$ cat src/rtl/mono_readout_emulator.sv
// LF-Monopix2 readout periphery emulator: hit FIFO, TOKEN, serial DATA_OUT.
// Optional MONO_EMU_GRAY_EN: LE/TE fields serialised as Gray code.
module mono_readout_emulator #(
    parameter int COL_BITS   = 6,
    parameter int ROW_BITS   = 9,
    parameter int TS_BITS    = 6,
    parameter int DEPTH_LOG2 = 4
) (
    input  logic                i_clk,
    input  logic                i_reset,
    input  logic                i_hit_wr,
    input  logic [COL_BITS-1:0] i_hit_col,
    input  logic [ROW_BITS-1:0] i_hit_row,
    input  logic [TS_BITS-1:0]  i_hit_le,
    input  logic [TS_BITS-1:0]  i_hit_te,
    output logic                o_hit_full,
    input  logic                i_freeze,
    input  logic                i_read,
    output logic                o_token,
    output logic                o_data_out,
    output logic                o_busy,
    output logic                o_read_err,
    output logic [7:0]          o_lost_cnt
);

    localparam int WORD_BITS = COL_BITS + ROW_BITS + 2 * TS_BITS;
    localparam int DEPTH     = 1 << DEPTH_LOG2;
    localparam int PW        = DEPTH_LOG2 + 1;
    localparam int CW        = $clog2(WORD_BITS);

    typedef enum logic {S_IDLE, S_SHIFT} state_t;

    state_t                r_state;
    logic [WORD_BITS-1:0]  r_mem [DEPTH];
    logic [PW-1:0]         r_wr_ptr;
    logic [PW-1:0]         r_rd_ptr;
    logic [PW-1:0]         r_frozen_cnt;
    logic                  r_freeze_d;
    logic                  r_read_d;
    logic                  r_rd_req;
    logic                  r_token;
    logic                  r_data;
    logic                  r_busy;
    logic                  r_err;
    logic [7:0]            r_lost;
    logic [WORD_BITS-1:0]  r_sr;
    logic [CW-1:0]         r_bit_cnt;

    logic [PW-1:0]         w_occ;
    logic [PW-1:0]         w_occ_nxt;
    logic [PW-1:0]         w_frozen_nxt;
    logic                  w_full;
    logic                  w_wr_ok;
    logic                  w_pop;
    logic                  w_frz_rise;
    logic                  w_token_nxt;
    logic [WORD_BITS-1:0]  w_head;
    logic [TS_BITS-1:0]    w_le;
    logic [TS_BITS-1:0]    w_te;
    logic [WORD_BITS-1:0]  w_load;

    assign w_occ      = r_wr_ptr - r_rd_ptr;
    assign w_full     = (w_occ == PW'(DEPTH));
    assign w_wr_ok    = i_hit_wr & ~w_full;
    assign w_pop      = (r_state == S_IDLE) & r_rd_req & r_token;
    assign w_occ_nxt  = w_occ + PW'(w_wr_ok) - PW'(w_pop);
    assign w_frz_rise = i_freeze & ~r_freeze_d;

    // Snapshot on the rising edge excludes a hit popped in the same cycle
    always_comb begin
        w_frozen_nxt = r_frozen_cnt;
        if (!i_freeze)
            w_frozen_nxt = '0;
        else if (w_frz_rise)
            w_frozen_nxt = w_occ - PW'(w_pop);
        else if (w_pop)
            w_frozen_nxt = r_frozen_cnt - PW'(1);
    end

    assign w_token_nxt = i_freeze ? (w_frozen_nxt != '0)
                                  : (w_occ_nxt != '0);

    assign w_head = r_mem[r_rd_ptr[DEPTH_LOG2-1:0]];
`ifdef MONO_EMU_GRAY_EN
    assign w_le = w_head[TS_BITS-1:0] ^ (w_head[TS_BITS-1:0] >> 1);
    assign w_te = w_head[2*TS_BITS-1:TS_BITS]
                ^ (w_head[2*TS_BITS-1:TS_BITS] >> 1);
`else
    assign w_le = w_head[TS_BITS-1:0];
    assign w_te = w_head[2*TS_BITS-1:TS_BITS];
`endif
    assign w_load = {w_head[WORD_BITS-1:2*TS_BITS], w_te, w_le};

    always_ff @(posedge i_clk) begin
        if (w_wr_ok)
            r_mem[r_wr_ptr[DEPTH_LOG2-1:0]] <=
                {i_hit_col, i_hit_row, i_hit_te, i_hit_le};
    end

    always_ff @(posedge i_clk) begin
        if (i_reset) begin
            r_state      <= S_IDLE;
            r_wr_ptr     <= '0;
            r_rd_ptr     <= '0;
            r_frozen_cnt <= '0;
            r_freeze_d   <= 1'b0;
            r_read_d     <= 1'b0;
            r_rd_req     <= 1'b0;
            r_token      <= 1'b0;
            r_data       <= 1'b0;
            r_busy       <= 1'b0;
            r_err        <= 1'b0;
            r_lost       <= '0;
            r_sr         <= '0;
            r_bit_cnt    <= '0;
        end else begin
            r_read_d     <= i_read;
            r_rd_req     <= i_read & ~r_read_d;
            r_freeze_d   <= i_freeze;
            r_frozen_cnt <= w_frozen_nxt;
            r_token      <= w_token_nxt;
            r_err        <= 1'b0;
            if (w_wr_ok)
                r_wr_ptr <= r_wr_ptr + PW'(1);
            if (w_pop)
                r_rd_ptr <= r_rd_ptr + PW'(1);
            if (i_hit_wr && w_full && (r_lost != 8'hFF))
                r_lost <= r_lost + 8'd1;
            unique case (r_state)
                S_IDLE: begin
                    if (r_rd_req) begin
                        if (r_token) begin
                            r_sr      <= w_load;
                            r_data    <= w_load[WORD_BITS-1];
                            r_bit_cnt <= CW'(WORD_BITS - 1);
                            r_busy    <= 1'b1;
                            r_state   <= S_SHIFT;
                        end else begin
                            r_err <= 1'b1;
                        end
                    end
                end
                S_SHIFT: begin
                    if (r_rd_req)
                        r_err <= 1'b1;
                    if (r_bit_cnt == '0) begin
                        r_data  <= 1'b0;
                        r_busy  <= 1'b0;
                        r_state <= S_IDLE;
                    end else begin
                        // Rotate so every bit stays live; next bit is sr[MSB-1]
                        r_sr      <= {r_sr[WORD_BITS-2:0], r_sr[WORD_BITS-1]};
                        r_data    <= r_sr[WORD_BITS-2];
                        r_bit_cnt <= r_bit_cnt - CW'(1);
                    end
                end
            endcase
        end
    end

    assign o_hit_full = w_full;
    assign o_token    = r_token;
    assign o_data_out = r_data;
    assign o_busy     = r_busy;
    assign o_read_err = r_err;
    assign o_lost_cnt = r_lost;

endmodule

$ cat config.mk
export PLATFORM = sky130hd
export DESIGN_NAME = mono_readout_emulator
export DESIGN_NICKNAME = d
export VERILOG_FILES = /design/src/rtl/mono_readout_emulator.sv
export SDC_FILE = /design/constraint.sdc
export NUM_CORES = 1
export LEC_CHECK = 0
export CORE_MARGIN = 2
export CORE_UTILIZATION = 30
export CTS_CLUSTER_SIZE = 28
export DETAILED_ROUTE_END_ITERATION = 10
export SYNTH_ARGS = -nofsm -noshare
export SYNTH_HDL_FRONTEND = slang
export SYNTH_SLANG_ARGS = --single-unit
export TNS_END_PERCENT = 20
$ cat constraint.sdc
create_clock -name i_clk -period 5.8 [get_ports i_clk]
set_clock_uncertainty 0.05 [all_clocks]
set_input_delay 0.58 -clock i_clk [delete_from_list [all_inputs] [get_ports i_clk]]
set_output_delay 0.58 -clock i_clk [all_outputs]
set_load 0.01 [all_outputs]
# Word level (Yosys, flattened, before mapping)
# Memories as Yosys holds them, arrays and structs flattened. A register that Yosys moved wholly into a read port is not among the register bits.
# Index checks and enable logic that the tools add are counted.
totals:
  reg_bits: 63
  ramBits: 432
  input_bits: 32
  output_inout_bits: 13
  elab_cells: 79
  mem_count: 1
memory_table:
  columns: ["memory", "words", "width", "rd", "rd_ports_with_merged_regs", "wr", "line_no", "rtl"]
  rows:
  - ["r_mem", 16, 27, 1, 1, 1, "34", "logic [WORD_BITS-1:0] r_mem [DEPTH];"]
op_classes:
  addsub: 9
  eq_ne: 6
  mux: 32
  n_bitwise: 9
  reduce_logical: 8
ops:
  columns: ["op", "count"]
  rows:
  - ["2-to-1 mux 27 bit", 3]
  - ["one-hot mux 27 bit (2 select lines)", 1]
  - ["2-to-1 mux 5 bit", 6]
  - ["2-to-1 mux 1 bit", 15]
  - ["adder 5 x 1 -> 5 bit, second input constant", 2]
  - ["one-hot mux 5 bit (2 select lines)", 1]
  - ["nonzero test 5 bit", 2]
  - ["subtractor 5 x 1 -> 5 bit", 2]
  - ["subtractor 5 x 1 -> 5 bit, second input constant", 2]
  - ["adder 8 x 1 -> 8 bit, second input constant", 1]
  - ["2-to-1 mux 4 bit", 2]
  - ["inequality test 8 bit, second input constant", 1]
  - ["one-hot mux 1 bit (2 select lines)", 4]
  - ["inequality test 2 bit, second input constant", 3]
  - ["AND reduction 3 bit", 2]
  - ["adder 5 x 1 -> 5 bit", 1]
  - ["bitwise AND 1 bit", 5]
  - ["equality test 5 bit, second input constant", 1]
  - ["logical NOT 5 bit", 1]
  - ["subtractor 5 bit", 1]
  - ["NOT 1 bit", 4]
  - ["logical AND 1 bit", 2]
  - ["inequality test 2 x 1 -> 1 bit, second input constant", 1]
  - ["AND reduction 2 bit", 1]

# Logic depth before layout (Yosys ltp)
# Gate-level depths: netlist (run 1).
depth:
  word_depth: 8
  depth_mapped: 18

# Worst setup path after synthesis (run 1)
# Ideal clock, no wire load.
synth_timing:
  path_kind: "register to register"
  start: "register r_wr_ptr[0]"
  end: "memory r_mem[0][0] (netlist bit) (enable)"
  setup_ns: 0.445
  arrival_ns: 3.951
  required_time_ns: 5.305
  path_slack_ns: 1.354
  path_stages_with_launch: 10
  path_buffers: 1
  period_less_slack_ns: 4.446
  path_cell_list: "dfxtp_1 -> inv_1 -> ha_1 -> fa_1 -> xor2_1 -> ha_1 -> nand3_1 -> clkbuf_1 -> o211ai_1 -> nor3_1"
synth_between:
  elab_chain_cells: 6
synth_lines:
  columns: ["element", "line_no", "rtl"]
  rows:
  - ["start, declared", "35", "logic [PW-1:0] r_wr_ptr;"]
  - ["start signal, assigned", "124", "r_wr_ptr <= r_wr_ptr + PW'(1);"]
  - ["subtractor 5 bit", "62", "assign w_occ = r_wr_ptr - r_rd_ptr;"]
  - ["equality test 5 bit", "63", "assign w_full = (w_occ == PW'(DEPTH));"]
  - ["NOT 1 bit", "64", "assign w_wr_ok = i_hit_wr & ~w_full;"]
  - ["bitwise AND 1 bit", "64", null]
  - ["2-to-1 mux 1 bit", "95", "if (w_wr_ok)"]
  - ["2-to-1 mux 1 bit (implied by the code)", "96", "r_mem[r_wr_ptr[DEPTH_LOG2-1:0]] <="]
  - ["end, declared", "34", null]
# Parallel ways exist; a longest one is shown, timed or not.

# Worst setup path after layout (run 1)
layout_timing:
  start: "register r_wr_ptr[2]"
  end: "register r_token (netlist: o_token)"
layout_between:
  elab_chain_cells: 8
  elab_cells_between_ends: 12
  cone_classes: "add/sub: 4; eq/ne: 1; mux: 3; bitwise: 2; reduce/logical: 2"
layout_lines:
  columns: ["element", "line_no", "rtl"]
  rows:
  - ["subtractor 5 bit (*)", "62", null]
  - ["equality test 5 bit", "63", null]
  - ["NOT 1 bit", "64", null]
  - ["bitwise AND 1 bit", "64", null]
  - ["adder 5 x 1 -> 5 bit", "66", "assign w_occ_nxt = w_occ + PW'(w_wr_ok) - PW'(w_pop);"]
  - ["subtractor 5 x 1 -> 5 bit", "66", null]
  - ["nonzero test 5 bit", "81", ": (w_occ_nxt != '0);"]
  - ["2-to-1 mux 1 bit (*)", "80", "assign w_token_nxt = i_freeze ? (w_frozen_nxt != '0)"]
  - ["end signal, assigned", "121", "r_token <= w_token_nxt;"]
  - ["end, declared", "41", "logic r_token;"]
# Mark *: on every way between the ends. The rest lies on a longest branch, timed or not.
# A chain may end at the register's enable or synchronous reset.

==> impl_metrics.env, run 1 <==
export IMPL_drv_slew=0
export IMPL_cp_max_fo=12
export IMPL_drt_iter0_markers=802
export IMPL_yosysMostFrequentCell="edfxtp_1"
export IMPL_std_cell_rows=93
export IMPL_wl_um=41000
export IMPL_synth_seq_area_share_pct=73.0
export IMPL_fmax_ghz=0.233
export IMPL_cts_sinks=499
export IMPL_clk_pin_slew_ps=60
export IMPL_ys_ff_latch=499
export IMPL_cp_slowest_stage_delay_ps=580
export IMPL_worstPathRequired_ps=6230
export IMPL_arrival_ps=4720
export IMPL_nNetsFinal=1114
export IMPL_maxSlewHeadroom_pct=19.7
export IMPL_path_class="flop to flop"
export IMPL_grt_max_degree=60
export IMPL_grt_first_pass_wirelength_um=62100
export IMPL_antenna_found_initial=1
export IMPL_cap_violations=0
export IMPL_cp_cell_sequence="ha_1 > a21oi_1 > nand2_1 > xnor2_1 > ha_1 > nand3_1 > buf_4 > o21ai_0 > ha_1 > inv_1 > ha_1 > fa_1 > a21oi_1 > o21bai_1 > xor3_1 > a41o_1 > o32ai_1"
export IMPL_yosysUniqueCellTypes=51
export IMPL_holdWs_ps=344
export IMPL_syn_instance_count=993
export IMPL_setup_viol=0
export IMPL_cpMostUsedCell="ha_1"
export IMPL_cts_buffers=52
export IMPL_synth_cells_most_frequent="edfxtp_1, mux4_2, dfxtp_1"
export IMPL_place_congestion=0.731
export IMPL_timing_rr_start="r_wr_ptr[2]"
export IMPL_critPathLaunchType="flop"
export IMPL_status="finished clean"
export IMPL_total_power_mw=7.88
export IMPL_dpl_hpwl_um=22800
export IMPL_cts_tree="built"
export IMPL_drive_gt1_share_pct=22.3
export IMPL_setup_slack_ps=1510
export IMPL_vdd_drop_max_mv=0.209
export IMPL_highest_layer="met4"
export IMPL_leakagePower_nw=6.94
export IMPL_cts_buffer_depth=3
export IMPL_clock_latency_ps=600
export IMPL_hp_class="flop to flop"
export IMPL_worstMarginPinSlew_ps=1200
export IMPL_stdcell_count=1953
export IMPL_vias_per_cell=4.84
export IMPL_htreeDepth=2
export IMPL_min_period_ps=4290
export IMPL_drc=0
export IMPL_timing_hold_violations_final=0
export IMPL_dr_pass1_iters=5
export IMPL_finalCritPeriodShare_pct=73.9
export IMPL_die_y_um=260
export IMPL_chipWidth_um=260
export IMPL_io_buffers=44
export IMPL_ctsResizeCount=0
export IMPL_power_density_nw_per_um2=346
export IMPL_dp_cells=1858
export IMPL_crit_start="r_wr_ptr[2]"
export IMPL_synth_edf_count=432
export IMPL_cp_end_kind="flop"
export IMPL_preCtsSetupSlack_ps=1510
export IMPL_synth_top_flop_cell="edfxtp_1"
export IMPL_start_util_pct=30.4
export IMPL_synth_nets=1050
export IMPL_core_um2=64600
export IMPL_dieArea_um2=67400
export IMPL_postSynthAreaPerCell_um2=19.7
export IMPL_wl_per_cell_um=21.0
export IMPL_async_reset_ff_share_pct=0
export IMPL_root_buffer="clkbuf_16"
export IMPL_io_pins=45
export IMPL_rrSetupSlack_ps=1510
export IMPL_route_met2_wl_um=20200
export IMPL_grt_pass1_vias=9924
export IMPL_area_growth_pct=16.0
export IMPL_grt_usage_pct=12.3
export IMPL_grt_overflow=0
export IMPL_rsz0062_at_grt="no"
export IMPL_syn_cell_area_um2=19600
export IMPL_synth_area_top_cells="edfxtp_1, mux4_2, dfxtp_1"
export IMPL_post_cts_setup_buffer_count=0
export IMPL_dr_wl_met3_um=1730
export IMPL_vias=9460
export IMPL_final_setup_tns_ps=0
export IMPL_cpMaxStageDelayCell="dfxtp_1"
export IMPL_synth_top_area_share_pct=66.1
export IMPL_ctsHoldBuffers=0
export IMPL_yosysWarnings=0
export IMPL_m1WireLength_um=18200
export IMPL_min_delay_start="r_read_d"
export IMPL_yosys_area_top_type="edfxtp_1"
export IMPL_ant_nets=0
per-stage QoR:
stage | utilization [%] | cell area [um2]
finish | 35.2 | 22800
global route | 35.2 | 22800
CTS | 35.2 | 22800
detailed placement | 32.7 | 21100
global placement | 32.7 | 21100
floorplan | - | 19600
registers in the layout, indices dropped and copies added (netlist names), 5 cells and up, named ones only:
name          flops
r_sr             27
o_lost_cnt        8
r_mem           432
r_wr_ptr          5
r_rd_ptr          5
r_frozen_cnt      5
r_bit_cnt         5
layer usage:
metal	vias to the layer above	global-route usage (%)
li1	4204	-
met1	5007	16.4
met2	190	20.4
met3	59	2.06
met4	0	3.94
met5	-	0
placed cells by master, fill, tap and decap left out, types with 13 or more instances in the layout:
cell type and count:
xnor2_1 16, clkbuf_16 52, ha_1 23, nor2_1 46, inv_1 19, mux2i_1 16
a211oi_1 15, a22o_1 13, mux4_2 122, edfxtp_1 432, clkdlybuf4s50_1 43, buf_4 19
dfxtp_1 65, nand2_1 17, a32oi_1 13
kinds of logic (layout without fill, tap and decap cells):
logic type | count (synthesis) | after routing | synth area share [%]
AOI/OAI and AO/OA | 101 | 101 | 4.08
adders and majority gates | 25 | 25 | 1.67
buffers and inverters | 73 | 177 | 1.83
DFF | 499 | 499 | 73.0
other | 0 | 1 | 0
muxes | 140 | 140 | 14.9
xor gates and xnor gates | 27 | 27 | 1.35
and+or+nand+nor | 128 | 128 | 3.13
final timing paths:
path,end,cells after the start
worst max register to register,o_token,17
worst min-delay path,r_rd_req,1
worst max-delay path,o_token,17
worst min register to register,r_rd_req,1
worst max-delay path: cells and delay by family (launching register included):
kind | cells | cell delay, ps
AND/OR/NAND/NOR | 2 | 170
flip-flops | 1 | 580
adder cells (fa/ha/maj) | 5 | 1480
AO/OA/AOI/OAI | 6 | 1130
XOR/XNOR | 2 | 550
buffers and inverters | 2 | 230
area by class of cell:
cell class / count / area [um2]
antenna: 1 / 2.50
sequential: 499 / 14300
inverter: 19 / 71.3
tap: 855 / 1070
multi-input combinational: 421 / 5050
fill: 5935 / 41800
clock inverter: 32 / 302
timing repair buffer: 64 / 598
clock buffer: 62 / 1340
power breakdown:
group          switching (mW)  internal, mW  total (mW)  leakage (nW)
sequential             0.0569          4.00        4.06          4.45
clock                    1.38          1.83        3.21         0.798
combinational           0.338         0.275       0.613          1.69
total                    1.77          6.11        7.88          6.94
Note: power is estimated with default switching activity, not from simulation.
==> run 2: changes to the inputs <==
- clock period: 5.8 -> 3.55 ns (I/O delays scaled with it)
==> run 2 against run 1 <==
  * First-iteration DRC count shrank 7.5%
  * Global-route usage grew 0.51 points
  * Worst setup slack lost 1400 ps
  * Critical path depth shrank 7
  * Combinational power grew 76%
  * Via count grew 2.6%
  * Total power grew 66%
  * Routed wire length grew 3.4%
  * Critical path type is now flop to output pin
  * Critical endpoint is now o_hit_full
  * Largest cell class unchanged
  * Largest power group unchanged
==> impl_metrics.env, run 2 (same netlist as run 1, synthesis figures left out) <==
export IMPL_status="finished clean"
export IMPL_fillers=5948
export IMPL_cts_buffer_depth=3
export IMPL_start_util_pct=30.4
export IMPL_hp_class="input port to flop"
export IMPL_wl_um=42400
export IMPL_num_antenna_cells=0
export IMPL_vias_per_cell=4.86
export IMPL_cpMostUsedCell="buf_4"
export IMPL_arrival_ps=3050
export IMPL_io_pins=45
export IMPL_final_common_cell="edfxtp_1"
export IMPL_antenna_found_initial=2
export IMPL_grt_first_pass_wirelength_um=64500
export IMPL_vias=9704
export IMPL_dieArea_um2=67400
export IMPL_drt_iter0_markers=742
export IMPL_cp_top_family="buffers and inverters"
export IMPL_cp_max_fo=13
export IMPL_chipWidth_um=260
export IMPL_cap_violations=0
export IMPL_total_power_mw=13.1
export IMPL_grt_overflow=0
export IMPL_path_buf_inv=4
export IMPL_root_buffer="clkbuf_16"
export IMPL_timing_hold_violations_final=0
export IMPL_fmax_ghz=0.290
export IMPL_place_congestion=0.752
export IMPL_vdd_drop_max_mv=0.452
export IMPL_htreeDepth=2
export IMPL_std_cell_rows=93
export IMPL_drc=0
export IMPL_area_growth_pct=18.9
export IMPL_ant_nets=0
export IMPL_swShare_pct=22.3
export IMPL_stdcell_count=1996
export IMPL_dr_pass1_iters=4
export IMPL_nNetsFinal=1158
export IMPL_grt_usage_pct=12.8
export IMPL_grt_max_degree=53
export IMPL_wl_per_cell_um=21.2
export IMPL_clk_pin_slew_ps=60
export IMPL_power_frac_seq_pct=50.5
export IMPL_drv_slew=0
export IMPL_setup_slack_ps=96.0
export IMPL_finalCritPeriodShare_pct=97.3
export IMPL_die_y_um=260
export IMPL_setup_viol=0
export IMPL_ctsHoldBuffers=0
export IMPL_seq_area_um2=14300
export IMPL_worstMarginPinSlew_ps=1040
export IMPL_worstPathRequired_ps=3140
export IMPL_cts_buffers=51
export IMPL_power_frac_comb_pct=8.3
export IMPL_leakagePower_nw=7.21
export IMPL_power_internal_mw=10.2
export IMPL_cp_end_kind="output pin"
export IMPL_holdWs_ps=164
export IMPL_final_cell_mix="edfxtp_1, mux4_2, dfxtp_1"
export IMPL_path_class="flop to output pin"
export IMPL_p_clk_share_pct=41.3
export IMPL_multi_input_comb_area_um2=5140
export IMPL_clock_latency_ps=610
export IMPL_largest_reg_flops=432
export IMPL_dpl_hpwl_um=25300
export IMPL_core_um2=64600
export IMPL_io_buffers=44
export IMPL_cp_cell_sequence="inv_1 > ha_2 > fa_2 > nand2b_4 > a21oi_2 > xnor2_2 > buf_4 > buf_4 > nor2_1 > clkdlybuf4s50_1"
export IMPL_cts_tree="built"
export IMPL_drive_gt1_share_pct=26.7
export IMPL_cpMaxStageDelayCell="clkdlybuf4s50_1"
export IMPL_p_switching_mw=2.92
export IMPL_min_period_ps=3450
export IMPL_preCtsSetupSlack_ps=-93.9
export IMPL_critPathLaunchType="flop"
export IMPL_dp_cells=1901
export IMPL_maxSlewHeadroom_pct=30.5
export IMPL_cp_slowest_stage_delay_ps=540
export IMPL_cts_sinks=499
export IMPL_power_density_nw_per_um2=562
export IMPL_grt_pass1_vias=10200
run 2: power groups by stage:
stage / logic, mW / clock network, mW / registers [mW]
finish: 1.08 / 5.41 / 6.61
global route: 1.20 / 5.76 / 6.63
CTS: 1.08 / 5.55 / 6.61
detailed placement: 1.07 / 0 / 6.74
global placement: 1.04 / 0 / 6.73
floorplan: 0.702 / 0 / 6.70
run 2: layout make-up:
class                   count  area share [%]
flip-flops and latches    499            61.4
clock inverters            30            1.57
inverters                  19           0.306
well taps                 855            4.59
clock buffers              63            5.76
repair buffers            109            4.34
multi-input cells         421            22.0
run 2: path summary, 6_finish.rpt:
check	startpoint	endpoint	slack, ps	cells after the start
worst min-delay path	i_reset	o_lost_cnt[4]	160	2
worst min register to register	r_read_d	r_rd_req	340	1
worst max-delay path	r_wr_ptr[0]	o_hit_full	100	10
worst max register to register	r_wr_ptr[0]	o_token	170	16
run 2: stage by stage:
step / TNS, ps / area, um2 / util (%)
detailed placement: -93.9 / 21500 / 33.3
floorplan: -51780 / 19700 / -
finish: 0 / 23300 / 36.1
global placement: 0 / 21500 / 33.3
global route: -76.8 / 23300 / 36.1
CTS: 0 / 23200 / 36.0
run 2: routing by layer:
layer	share of wire (%)	track usage (%)
met5	0.052	0
met4	1.9	3.58
met3	4.9	2.22
met2	50	21.4
met1	43	17.1
run 2: repair_timing:
action	4_1_cts	5_1_grt
endpoints found under the setup margin	1	2
gates resized for setup	3	12
pin swaps	0	5
setup buffers	0	2
